--- src/rtl/hazard_npc_ctrl.sv ---
// Front-end hazard controller: picks the next PC and drives pause/flush/hold controls
// for the PC, IF/ID and ID/EX registers from redirects, load-use hazards and mul/div stalls.
module hazard_npc_ctrl #(
  parameter int MD_LATENCY = 4,
  parameter int CNT_W      = 32
) (
  input  logic             clk,
  input  logic             rst,
  input  logic [31:0]      pc,
  input  logic             ex_redirect,
  input  logic [31:0]      ex_target,
  input  logic             ex_is_load,
  input  logic [4:0]       ex_rd,
  input  logic             ex_md_start,
  input  logic [4:0]       id_rs1,
  input  logic [4:0]       id_rs2,
  input  logic             id_use_rs1,
  input  logic             id_use_rs2,
  output logic [31:0]      npc,
  output logic             pc_pause,
  output logic             pc_flush,
  output logic             ifid_hold,
  output logic             ifid_flush,
  output logic             idex_hold,
  output logic             idex_flush,
  output logic             md_busy,
  output logic [CNT_W-1:0] stall_cnt,
  output logic [CNT_W-1:0] flush_cnt
);

  typedef enum logic {IDLE, MD_BUSY} state_t;

  localparam logic [3:0] MD_INIT = 4'(MD_LATENCY - 1);

  state_t     state_reg, state_next;
  logic [3:0] md_cnt_reg, md_cnt_next;
  logic       load_use;
  logic       pause_c, flush_c, ifid_hold_c, ifid_flush_c, idex_hold_c, idex_flush_c;

  assign npc = ex_redirect ? ex_target : pc + 32'd4;

  assign load_use = ex_is_load && (ex_rd != 5'd0) &&
                    ((id_use_rs1 && (id_rs1 == ex_rd)) || (id_use_rs2 && (id_rs2 == ex_rd)));

  always_comb begin
    state_next   = state_reg;
    md_cnt_next  = md_cnt_reg;
    pause_c      = 1'b0;
    flush_c      = 1'b0;
    ifid_hold_c  = 1'b0;
    ifid_flush_c = 1'b0;
    idex_hold_c  = 1'b0;
    idex_flush_c = 1'b0;
    case (state_reg)
      IDLE: begin
        if (ex_redirect) begin
          flush_c      = 1'b1;
          ifid_flush_c = 1'b1;
          idex_flush_c = 1'b1;
        end else if (ex_md_start) begin
          pause_c     = 1'b1;
          ifid_hold_c = 1'b1;
          idex_hold_c = 1'b1;
          if (MD_LATENCY > 1) begin
            state_next  = MD_BUSY;
            md_cnt_next = MD_INIT;
          end
        end else if (load_use) begin
          pause_c      = 1'b1;
          ifid_hold_c  = 1'b1;
          idex_flush_c = 1'b1;
        end
      end
      MD_BUSY: begin
        // A redirect here cannot legally happen, but if it does it must still win.
        if (ex_redirect) begin
          flush_c      = 1'b1;
          ifid_flush_c = 1'b1;
          idex_flush_c = 1'b1;
          state_next   = IDLE;
          md_cnt_next  = 4'd0;
        end else begin
          pause_c     = 1'b1;
          ifid_hold_c = 1'b1;
          idex_hold_c = 1'b1;
          md_cnt_next = md_cnt_reg - 4'd1;
          if (md_cnt_reg == 4'd1) state_next = IDLE;
        end
      end
      default: state_next = IDLE;
    endcase
  end

  always_ff @(posedge clk or posedge rst) begin
    if (rst) begin
      state_reg  <= IDLE;
      md_cnt_reg <= 4'd0;
    end else begin
      state_reg  <= state_next;
      md_cnt_reg <= md_cnt_next;
    end
  end

  // Controls are forced low for the whole reset interval, not just after the edge.
  assign pc_pause   = pause_c      && !rst;
  assign pc_flush   = flush_c      && !rst;
  assign ifid_hold  = ifid_hold_c  && !rst;
  assign ifid_flush = ifid_flush_c && !rst;
  assign idex_hold  = idex_hold_c  && !rst;
  assign idex_flush = idex_flush_c && !rst;
  assign md_busy    = (state_reg == MD_BUSY) && !rst;

  logic [1:0]            cnt_inc;
  logic [1:0][CNT_W-1:0] cnt_q;

  assign cnt_inc = {pc_flush, pc_pause};

  genvar gi;
  generate
    for (gi = 0; gi < 2; gi++) begin : g_cnt
      logic [CNT_W-1:0] cnt_reg;
      always_ff @(posedge clk or posedge rst) begin
        if (rst) begin
          cnt_reg <= '0;
        end else if (cnt_inc[gi] && (cnt_reg != {CNT_W{1'b1}})) begin
          cnt_reg <= cnt_reg + CNT_W'(1);
        end
      end
      assign cnt_q[gi] = cnt_reg;
    end
  endgenerate

  assign stall_cnt = cnt_q[0];
  assign flush_cnt = cnt_q[1];

`ifndef SYNTHESIS
  ap_no_redirect_in_md: assert property (@(posedge clk) disable iff (rst)
    !((state_reg == MD_BUSY) && ex_redirect));
  ap_pc_excl: assert property (@(posedge clk) disable iff (rst) !(pc_pause && pc_flush));
  ap_ifid_excl: assert property (@(posedge clk) disable iff (rst) !(ifid_hold && ifid_flush));
  ap_idex_excl: assert property (@(posedge clk) disable iff (rst) !(idex_hold && idex_flush));
`endif

endmodule

--- config.mk ---
export PLATFORM = sky130hd
export DESIGN_NAME = hazard_npc_ctrl
export DESIGN_NICKNAME = d
export VERILOG_FILES = /design/src/rtl/hazard_npc_ctrl.sv
export SDC_FILE = /design/constraint.sdc
export NUM_CORES = 1
export LEC_CHECK = 0
export BUFFER_PORTS_ARGS = -buffer_cell sky130_fd_sc_hd__clkbuf_2
export CAP_MARGIN = 0
export CORE_ASPECT_RATIO = 0.7
export CORE_MARGIN = 2
export CORE_UTILIZATION = 35
export DETAILED_ROUTE_END_ITERATION = 8
export REMOVE_ABC_BUFFERS = 1
export SLEW_MARGIN = 10
export SYNTH_ARGS = -nofsm -noshare
export SYNTH_HDL_FRONTEND = slang
export SYNTH_SLANG_ARGS = --single-unit
--- constraint.sdc ---
create_clock -name clk -period 2.53 [get_ports clk]
set_clock_uncertainty 0.1 [all_clocks]
set_input_delay 0.253 -clock clk [delete_from_list [all_inputs] [get_ports clk]]
set_output_delay 0.253 -clock clk [all_outputs]
set_load 0.005 [all_outputs]
Word level (Yosys, flattened, before mapping)
Index checks and enable logic that the tools add are counted.
- output and inout port bits: 103
- register bits after elaboration: 69
- reductions and logical operators: 15
- bitwise operators: 1
- equal/unequal tests: 7
- add/sub/neg operators: 4
- multiplexer cells: 20
- operators with widths (operator ; number):
    $add 32x1->32 const B ; 2
    $ne 32x32->1 const B ; 2
    $add 32x3->32 const B ; 1
    $mux 32 ; 1
    $mux 4 ; 3
    $logic_and 1x1->1 ; 11
    $mux 1 ; 11
    $eq 5x5->1 ; 2
    $pmux 1 s2 ; 4
    $pmux 4 s2 ; 1
    $reduce_bool 5->1 ; 1
    $eq 4x1->1 const B ; 1
    $ne 2x2->1 const B ; 2
    $sub 4x1->4 const B ; 1
    $reduce_and 2->1 ; 1
    $logic_not 1->1 ; 1
    $logic_or 1x1->1 ; 1
    $not 1->1 ; 1

Depth between registers and ports, before layout
Gate-level depths: netlist (run 1).
- word-level depth: 10
- gate-level depth with buffers: 8
- depth with buffers taken out: 7

Worst setup path after synthesis (run 1)
No wires, ideal clock.
- kind: register to register
- start point: register g_cnt[0].cnt_reg[0], in the netlist stall_cnt[0]
- end point: register g_cnt[0].cnt_reg[1], in the netlist stall_cnt[1]
- setup slack: 0.319 ns
- data arrival time: 1.983 ns
- path buffers: 1
- stages on the path, launching flop included: 8
- clock period less this slack: 2.211 ns
- cells stage by stage: dfrtp_1 -> ha_1 -> and4_1 -> nand4_1 -> or4_4 -> nand3_2 -> buf_6 -> mux2_1
- word-level cells in the longest chain between the ends: 2
- elaborated cells between the ends (all ways): 3
- ends and longest elaborated chain (item ; line ; RTL):
    start, declared ; 121 ; logic [CNT_W-1:0] cnt_reg;
    start signal, assigned ; 126 ; cnt_reg <= cnt_reg + CNT_W'(1);
    parallel branches: the longest is 2 deep, another holds $add 32x1->32 ; -- ;
Parallel ways; which one is timed is not known.
A chain may end at the register's enable or synchronous reset.

Final worst setup path (run 1)
- start point: register g_cnt[0].cnt_reg[0], in the netlist stall_cnt[0]
- end point: register g_cnt[0].cnt_reg[19], in the netlist stall_cnt[19]
Same word-level chain as after synthesis.

==> flow_summary.json, run 1 <==
{
  "crit_type": "flip-flop to flip-flop",
  "maxCapViolCount": 0,
  "area_growth_syn_to_layout_pct": 34.33,
  "synth-edff-count": 0,
  "routed_wl_mm": 12.39,
  "yosysTopAreaCell": "dfrtp_1",
  "syn_area_um2": 4272,
  "yosysMostFrequentCell": "dfrtp_1",
  "setup-tns-final_ns": 0,
  "ys_warn_count": 0,
  "antenna_found_initial": 0,
  "synth_common_cells": "dfrtp_1 (69), xnor2_1 (61), nand2_1 (58)",
  "required_ns": 2.63,
  "status": "finished clean",
  "synth.avg_cell_area_um2": 9.226,
  "hpwl_mm": 9.956,
  "row_count": 33,
  "cts_sinks": 69,
  "fillers": 1184,
  "hp-class": "input port to flip-flop",
  "grt_pass1_vias": 3895,
  "ir_worst_vdd_mv": 0.3374,
  "io_pins": 189,
  "seqCellArea_um2": 1727,
  "crit_chain": "ha_1 -> and4_1 -> nand4_1 -> or4_4 -> nand3_2 -> buf_4 -> nor4_1 -> xor2_1",
  "fmax_ghz": 0.4109,
  "cp.arrival_ns": 2.53,
  "grt_setup_unrepaired": "false",
  "routabilityCongestion": 0.8798,
  "seq_area_frac_synth_pct": 40.42,
  "hold_viol": 0,
  "pre_cts_ws_ns": -0.04524,
  "htreeDepth": 3,
  "clock-root-buffer": "clkbuf_16",
  "grt_pass1_wl_mm": 19.49,
  "multi_input_area_um2": 2426,
  "clockBufferDepth": 2,
  "grtUsageTotal_pct": 19.10,
  "yosysUniqueCellTypes": 44,
  "tightest_slew_ns": 0.7973,
  "fp.dieH_um": 96.43,
  "syn_inst": 463,
  "vias": 4078,
  "period_minus_slack_ns": 2.433,
  "viasPerCell": 4.979,
  "powerDensity_nw_per_um2": 569.7,
  "synth_top_cell_area_share_pct": 40.42,
  "finalMaxSlewViolations": 0,
  "clk_latency_ns": 0.33,
  "ys.flop_type": "dfrtp_1",
  "drtAntennaViolNets": 0,
  "synth_area_leaders": "dfrtp_1 (40%), xnor2_1 (13%), xor2_1 (8.2%), nand2_1 (5.1%), nand3_1 (4.5%)",
  "placement.io_buffers": 188,
  "utilization_pct": 48.59,
  "grt_max_degree": 62,
  "die-area_um2": 13120,
  "setup_viol": 0,
  "crit_family": "simple AND/OR/NAND/NOR gates",
  "grt-ovfl-total": 0,
  "synth_async_sr_flop_share_pct": 100.0,
  "nets": 748,
  "finalCritPeriodShare_pct": 96.18,
  "clkTransAtPathRegs_ns": 0.06,
  "drt_iter0_drc": 174,
  "maxSlewHeadroom_pct": 46.65,
  "dr.pass1.iters": 4,
  "max_stage_delay_ns": 0.58,
  "p_total_mw": 3.269,
  "cpMaxStageDelayCell": "or4_4",
  "critPathMaxFanout": 19,
  "fp.coreArea_um2": 11810,
  "fin_ws_ns": 0.09655,
  "route.detailed.drc": 0,
  "ys_ff_latch": 69,
  "critPathCaptureType": "flip-flop",
  "leakage_nw": 2.839,
  "path_buf_inv": 1,
  "antennaDiodeCount": 0,
  "initial_core_util_pct": 36.17,
  "numCtsBuffers": 9,
  "avgRoutedWirePerCell_um": 15.12,
  "cts_tree": "yes",
  "die_w_um": 136.0,
  "worst_setup_path_start_kind": "flip-flop",
  "drive_gt1_share_pct": 34.59,
  "post_cts_buffers": 0
}
-- worst reg2reg max path: stages (launching register included) --
cell and delay (ns):
dfrtp_1 0.42, ha_1 0.26, and4_1 0.21, nand4_1 0.14, or4_4 0.58, nand3_2 0.10, buf_4 0.24, nor4_1 0.10
xor2_1 0.15
-- timing repair --
item,CTS,global route
resized for setup,0,3
hold buffers,1,0
hold endpoints to repair,17,0
endpoints found under the setup margin,0,9
-- routing by layer --
layer / vias up / wire (um) / global-route usage, %
li1: 2012 / - / -
met1: 1949 / 5925 / 25.64
met2: 99 / 5729 / 30.86
met3: 18 / 588 / 5.112
met4: 0 / 144 / 4.774
met5: - / 0 / 0
-- kinds of logic (layout without fill, tap and decap cells) --
kind of cell	count (synthesis)	in the layout	share of synthesized area [%]
compound gates	45	45	5.888
xor+xnor	101	101	20.71
flops	69	69	40.42
fa+ha+maj	5	5	1.465
buf+inv	27	226	2.958
simple gates	210	210	27.01
mux	6	6	1.552
-- worst paths after layout --
| path | from | to | slack, ns | cells after the start |
|---|---|---|---|---|
| min | ex_redirect | state_reg$_DFF_PP0_ | 0.15 | 2 |
| min reg2reg | stall_cnt[15]$_DFFE_PP0P_ | stall_cnt[15]$_DFFE_PP0P_ | 0.38 | 1 |
| max in group asynchronous | rst | stall_cnt[13]$_DFFE_PP0P_ | 1.20 | 5 |
| max reg2reg | stall_cnt[0]$_DFFE_PP0P_ | stall_cnt[19]$_DFFE_PP0P_ | 0.1 | 8 |
| min in group asynchronous | rst | flush_cnt[18]$_DFFE_PP0P_ | 0.52 | 4 |
| max | stall_cnt[0]$_DFFE_PP0P_ | stall_cnt[19]$_DFFE_PP0P_ | 0.1 | 8 |
-- metrics by stage --
step / cell area [um^2] / hold slack (ns) / std cells
after CTS: 5731 / 0.1388 / 819
after floorplan: 4190 / 0.2265 / 448
after detailed placement: 5408 / 0.3151 / 802
after global placement: 5408 / 0.3089 / 802
final: 5738 / 0.1544 / 819
after global routing: 5738 / 0.1586 / 819
-- report_power, final --
group          total, mW  switching (mW)  internal (mW)  leakage [nW]
Clock               1.30           0.462          0.842         0.152
Combinational      0.617           0.315          0.302          1.76
Sequential          1.35           0.140           1.21         0.929
-- area by class of cell --
cell class / instances / area share [%]
clock inverters: 3 / 0.7414
flip-flops and latches: 69 / 30.09
repair buffers: 198 / 17.97
well taps: 157 / 3.423
multi-input cells: 367 / 42.28
inverters: 12 / 0.7850
clock buffers: 13 / 4.710
-- cells in the final DEF, fill, tap and decap left out, types with 2 or more instances in the layout --
cell       count
nor2_1        16
clkbuf_16      9
o21ai_0       33
nor4_1         7
and2_1         5
nand3_1       38
clkbuf_2     188
nand4_1       21
and4_1        11
ha_1           5
a21oi_1        3
xor2_1        40
nand2_1       58
nand3_2        2
dfrtp_1       69
nor2b_1        3
clkbuf_8       3
buf_4          8
and3_1        20
inv_1         11
nor3_1        14
o2111ai_1      2
xnor2_1       61
nor3_2         2
mux2_2         4
or3_1          2
No activity file was read; power rests on OpenSTA's default activity.
==> inputs of run 2 (changes only) <==
--- a/config.mk
+++ b/config.mk
@@ -5,12 +5,12 @@
 export SDC_FILE = /design/constraint.sdc
 export NUM_CORES = 1
 export LEC_CHECK = 0
-export BUFFER_PORTS_ARGS = -buffer_cell sky130_fd_sc_hd__clkbuf_2
 export CAP_MARGIN = 0
 export CORE_ASPECT_RATIO = 0.7
 export CORE_MARGIN = 2
 export CORE_UTILIZATION = 35
 export DETAILED_ROUTE_END_ITERATION = 8
+export DONT_BUFFER_PORTS = 1
 export REMOVE_ABC_BUFFERS = 1
 export SLEW_MARGIN = 10
 export SYNTH_ARGS = -nofsm -noshare
==> run 2 against run 1 <==
  * Sequential share of layout area rose by 5.5 points
  * Flip-flop and latch count did not move
  * Final area fell by 15%
  * Critical endpoint is now flush_cnt[19]$_DFFE_PP0P_
==> flow_summary.json, run 2 (synthesis gave the netlist of run 1 again) <==
{
  "utilization_pct": 41.08,
  "maxCapViolCount": 0,
  "routed_wl_mm": 11.18,
  "finalMaxSlewViolations": 0,
  "route.detailed.drc": 0,
  "grt_setup_unrepaired": "false",
  "clkTransAtPathRegs_ns": 0.06,
  "antennaDiodeCount": 0,
  "grt_pass1_wl_mm": 17.44,
  "layout_commonest_cell": "dfrtp_1",
  "post-place-cells": 616,
  "antenna_found_initial": 1,
  "crit_type": "flip-flop to flip-flop",
  "period_minus_slack_ns": 2.342,
  "critPathCaptureType": "flip-flop",
  "hold_path_depth": 2,
  "cts_sinks": 69,
  "fillers": 1187,
  "area_growth_syn_to_layout_pct": 13.56,
  "grt-ovfl-total": 0,
  "multi_input_area_um2": 2422,
  "status": "finished clean",
  "hold_viol": 0,
  "fin_cells": 634,
  "critPathMaxFanout": 11,
  "max_stage_delay_ns": 0.67,
  "grtUsageTotal_pct": 17.14,
  "dr.pass1.iters": 4,
  "cts_tree": "yes",
  "maxSlewHeadroom_pct": 42.37,
  "worst_setup_path_start_kind": "flip-flop",
  "fmax_ghz": 0.4270,
  "avgRoutedWirePerCell_um": 17.63,
  "ir_worst_vdd_mv": 0.3369,
  "initial_core_util_pct": 36.17,
  "fin_area_um2": 4851,
  "hp-class": "input port to flip-flop",
  "final_cell_mix": "dfrtp_1 (69), xnor2_1 (61), nand2_1 (58)",
  "viasPerCell": 5.429,
  "clock-root-buffer": "clkbuf_16",
  "required_ns": 2.64,
  "drtAntennaViolNets": 0,
  "grt_pass1_vias": 3316,
  "setup_viol": 0,
  "powerDensity_nw_per_um2": 659.5,
  "cpMaxStageDelayCell": "nor2_1",
  "die-area_um2": 13120,
  "vias": 3442,
  "grt_max_degree": 69,
  "cp.arrival_ns": 2.46,
  "placement.io_buffers": 0,
  "routabilityCongestion": 0.8653,
  "row_count": 33,
  "seqCellArea_um2": 1727,
  "die_w_um": 136.0,
  "drt_iter0_drc": 225,
  "tightest_slew_ns": 0.8613,
  "hpwl_mm": 8.743,
  "fp.dieH_um": 96.43,
  "clockBufferDepth": 2,
  "htreeDepth": 3,
  "reg2reg_depth": 6,
  "numCtsBuffers": 9,
  "setup-tns-final_ns": 0,
  "placed_area_um2": 4494,
  "io_pins": 189,
  "clk_latency_ns": 0.33,
  "crit_chain": "and4_1 -> nand4_1 -> nor4_4 -> nor2_1 -> nand3_1 -> xnor2_1",
  "finalCritPeriodShare_pct": 92.56,
  "fp.coreArea_um2": 11810,
  "nets": 563,
  "drive_gt1_share_pct": 8.805,
  "leakage_nw": 2.057
}
run 2: where the power goes:
group | switching [mW] | internal (mW)
clock network | 0.499 | 0.898
logic | 0.248 | 0.218
registers | 0.129 | 1.21
total | 0.876 | 2.32
run 2: critical path, delay by kind of cell (launching register included):
| kind | cells | cell delay (ns) |
|---|---|---|
| AND/OR/NAND/NOR | 5 | 1.50 |
| flip-flops | 1 | 0.44 |
| XOR/XNOR | 1 | 0.18 |
run 2: repair_timing:
item	4_1_cts	5_1_grt
hold endpoints to repair	39	0
setup endpoints to repair	0	1
gates resized for setup	0	1
buffers inserted	0	0
hold buffers	2	0
run 2: layer usage:
layer / vias up / part of all wire (%) / GRT usage (%)
met5: - / 0.12 / 0
met4: 2 / 0.79 / 3.906
met3: 10 / 8.8 / 7.720
met2: 103 / 44 / 25.25
met1: 1688 / 46 / 23.05
li1: 1639 / - / -
run 2: layout make-up:
class / count / share of cell area, %
clock buffers: 10 / 4.926
clock inverters: 6 / 1.934
inverters: 12 / 0.9286
multi-input cells: 367 / 49.94
flip-flops and latches: 69 / 35.59
well taps: 157 / 4.050
repair buffers: 13 / 2.631
run 2: path summary, 6_finish.rpt:
path                                                 from                        end  slack [ns]
worst max-delay path            flush_cnt[25]$_DFFE_PP0P_  flush_cnt[19]$_DFFE_PP0P_        0.19
worst min-delay path                          ex_redirect  md_cnt_reg[0]$_DFFE_PP0P_        0.02
worst max register to register  flush_cnt[25]$_DFFE_PP0P_  flush_cnt[19]$_DFFE_PP0P_        0.19
worst min register to register  flush_cnt[20]$_DFFE_PP0P_  flush_cnt[20]$_DFFE_PP0P_        0.42
max in group asynchronous                             rst  flush_cnt[23]$_DFFE_PP0P_        1.23
min in group asynchronous                             rst  md_cnt_reg[3]$_DFFE_PP0P_        0.46
run 2: through the flow:
| stage | hold WS (ns) | power [mW] | setup slack (ns) |
|---|---|---|---|
| 6_report | 0.02045 | 3.199 | 0.1881 |
| 5_1_grt | 0.01459 | 3.375 | 0.04097 |
| 4_1_cts | 0.004249 | 3.234 | 0.2109 |
| 3_5_place_dp | 0.2437 | 1.825 | -0.04879 |
| 3_3_place_gp | 0.2356 | 1.802 | -0.007538 |
| 2_1_floorplan | 0.2265 | 1.631 | 0.2657 |
==> inputs of run 3 (changes only) <==
--- a/config.mk
+++ b/config.mk
@@ -5,10 +5,12 @@
 export SDC_FILE = /design/constraint.sdc
 export NUM_CORES = 1
 export LEC_CHECK = 0
+export ABC_AREA = 1
 export CAP_MARGIN = 0
 export CORE_ASPECT_RATIO = 0.7
 export CORE_MARGIN = 2
 export CORE_UTILIZATION = 35
+export CTS_BUF_LIST = sky130_fd_sc_hd__clkbuf_4
 export DETAILED_ROUTE_END_ITERATION = 8
 export DONT_BUFFER_PORTS = 1
 export REMOVE_ABC_BUFFERS = 1
==> run 3 against run 2 <==
  * Worst setup slack improved by 0.066 ns
  * Global-route usage up 2.2 points
  * Maximum frequency rose by 2.9%
  * Final area rose by 29%
  * Combinational power increased by 33%
  * Clock power decreased by 49%
  * Non-clock buffer count grew 5
  * Clock-buffer cell count is the same
==> flow_summary.json, run 3 <==
{
  "grt_max_degree": 46,
  "fin_area_um2": 6272,
  "drtAntennaViolNets": 0,
  "dr.pass1.iters": 6,
  "p_total_mw": 2.744,
  "cts_sinks": 69,
  "finalCritPeriodShare_pct": 89.96,
  "synth_area_leaders": "dfrtp_1 (30%), nand2_1 (27%), nor2_1 (6.8%), xor2_1 (5.6%), nand3_1 (5.5%)",
  "critPathCaptureType": "output port",
  "cp.arrival_ns": 1.92,
  "setup_viol": 0,
  "synth.avg_cell_area_um2": 6.116,
  "final_cell_mix": "nand2_1 (417), nor2_1 (105), inv_1 (84)",
  "ys.flop_type": "dfrtp_1",
  "hold_viol": 0,
  "ys_warn_count": 0,
  "route.detailed.drc": 0,
  "antennaDiodeCount": 0,
  "powerDensity_nw_per_um2": 437.4,
  "nets": 1050,
  "numCtsBuffers": 9,
  "clk_latency_ns": 0.44,
  "grtUsageTotal_pct": 19.37,
  "ys_ff_latch": 69,
  "avgRoutedWirePerCell_um": 14.37,
  "clock-root-buffer": "clkbuf_4",
  "synth-edff-count": 0,
  "drive_gt1_share_pct": 6.535,
  "maxCapViolCount": 0,
  "die-area_um2": 17720,
  "grt-ovfl-total": 0,
  "layout_commonest_cell": "nand2_1",
  "ir_worst_vdd_mv": 0.3323,
  "grt_pass1_vias": 5108,
  "antenna_found_initial": 0,
  "maxSlewHeadroom_pct": 64.06,
  "drt_iter0_drc": 562,
  "grt_setup_unrepaired": "false",
  "synth_common_cells": "nand2_1 (417), nor2_1 (105), inv_1 (85)",
  "row_count": 39,
  "clkTransAtPathRegs_ns": 0.12,
  "status": "finished clean",
  "clockBufferDepth": 2,
  "multi_input_area_um2": 3632,
  "syn_area_um2": 5828,
  "hpwl_mm": 13.79,
  "placed_area_um2": 6098,
  "initial_core_util_pct": 35.76,
  "post-place-cells": 1169,
  "worst_setup_path_start_kind": "flip-flop",
  "die_w_um": 158.2,
  "critPathMaxFanout": 18,
  "post_cts_buffers": 0,
  "fmax_ghz": 0.4394,
  "viasPerCell": 4.867,
  "fp.dieH_um": 112.0,
  "period_minus_slack_ns": 2.276,
  "fp.coreArea_um2": 16300,
  "hp-class": "input port to flip-flop",
  "routabilityCongestion": 0.9180,
  "seq_area_frac_synth_pct": 29.63,
  "seqCellArea_um2": 1727,
  "vias": 5787,
  "area_growth_syn_to_layout_pct": 7.621,
  "routed_wl_mm": 17.09,
  "finalMaxSlewViolations": 0,
  "required_ns": 2.18,
  "placement.io_buffers": 0,
  "yosysMostFrequentCell": "nand2_1",
  "yosysTopAreaCell": "dfrtp_1",
  "tightest_slew_ns": 0.5383,
  "fillers": 1786,
  "io_pins": 189,
  "yosysUniqueCellTypes": 35,
  "syn_inst": 953,
  "htreeDepth": 3,
  "grt_pass1_wl_mm": 27.49,
  "synth_top_cell_area_share_pct": 29.63,
  "fin_cells": 1189,
  "crit_type": "flip-flop to output port",
  "cts_tree": "yes",
  "synth_async_sr_flop_share_pct": 100.0,
  "leakage_nw": 3.018,
  "setup-tns-final_ns": 0
}
==> run 3: changes by cell type after synthesis, moves of 7 or more <==
cell      delta
and4_1      -11
xnor2_1     -42
o21ai_0     -10
and3_1      -21
nor3_1      +21
nor2_2       +7
nand3b_1    +13
nand4_1      -9
inv_1       +73
nand3_1     +26
o21ai_2      +8
nand2_1    +359
nor2_1      +88
==> run 3: kinds of logic after synthesis <==
logic type	Yosys count	synth area share, %
AND/OR/NAND/NOR	671	48.58
XOR/XNOR	56	8.416
flip-flops	69	29.63
adder cells (fa/ha/maj)	5	1.073
AO/OA/AOI/OAI	41	4.165
buffers and inverters	111	8.137
==> run 3: final timing paths <==
kind | startpoint | to | slack [ns] | depth (start not counted)
worst min register to register | md_cnt_reg[0]$_DFFE_PP0P_ | md_cnt_reg[0]$_DFFE_PP0P_ | 0.41 | 1
worst max register to register | flush_cnt[0]$_DFFE_PP0P_ | flush_cnt[20]$_DFFE_PP0P_ | 0.34 | 10
worst min-delay path | rst | flush_cnt[28]$_DFFE_PP0P_ | 0.13 | 4
min in group asynchronous | rst | state_reg$_DFF_PP0_ | 0.22 | 2
max in group asynchronous | rst | stall_cnt[25]$_DFFE_PP0P_ | 1.44 | 3
worst max-delay path | state_reg$_DFF_PP0_ | ifid_hold | 0.25 | 7
==> run 3: cell type report <==
| class | count | share of cell area, % |
|---|---|---|
| multi-input cells | 773 | 57.91 |
| flip-flops and latches | 69 | 27.53 |
| inverters | 88 | 5.306 |
| well taps | 225 | 4.488 |
| repair buffers | 18 | 2.713 |
| clock buffers | 10 | 1.197 |
| clock inverters | 6 | 0.8578 |
==> run 3: power by group <==
part	leakage, nW	switching, mW	internal [mW]
logic	2.02	0.377	0.242
registers	0.923	0.186	1.22
clock network	0.0773	0.417	0.303
==> run 3: metal layers <==
layer	global-route usage, %	routed length (um)	up-vias
met2	27.77	7022	187
met3	7.435	1663	9
met1	28.34	8325	2599
met4	2.162	76	0
met5	0	0	-
li1	-	-	2992
==> run 3: worst max-delay path: stages (launching register included) <==
cell	delay, ns
dfrtp_1	0.46
nand2_1	0.14
nand2_2	0.12
inv_1	0.07
nor2_2	0.15
inv_1	0.09
nand2_4	0.19
buf_4	0.27
==> run 3: metrics by stage <==
step	util, %	setup WS, ns	hold WS (ns)
after floorplan	-	0.1296	0.3671
after global placement	37.42	0.3980	0.1126
after detailed placement	37.42	0.3587	0.1132
after CTS	38.45	0.1112	0.1145
after global routing	38.48	0.01143	0.1436
final	38.48	0.2540	0.1324
==> run 3: what timing repair did <==
action,4_1_cts,5_1_grt
gates resized for setup,0,1
endpoints found under the hold margin,27,0
endpoints found under the setup margin,0,2
hold buffers,4,0
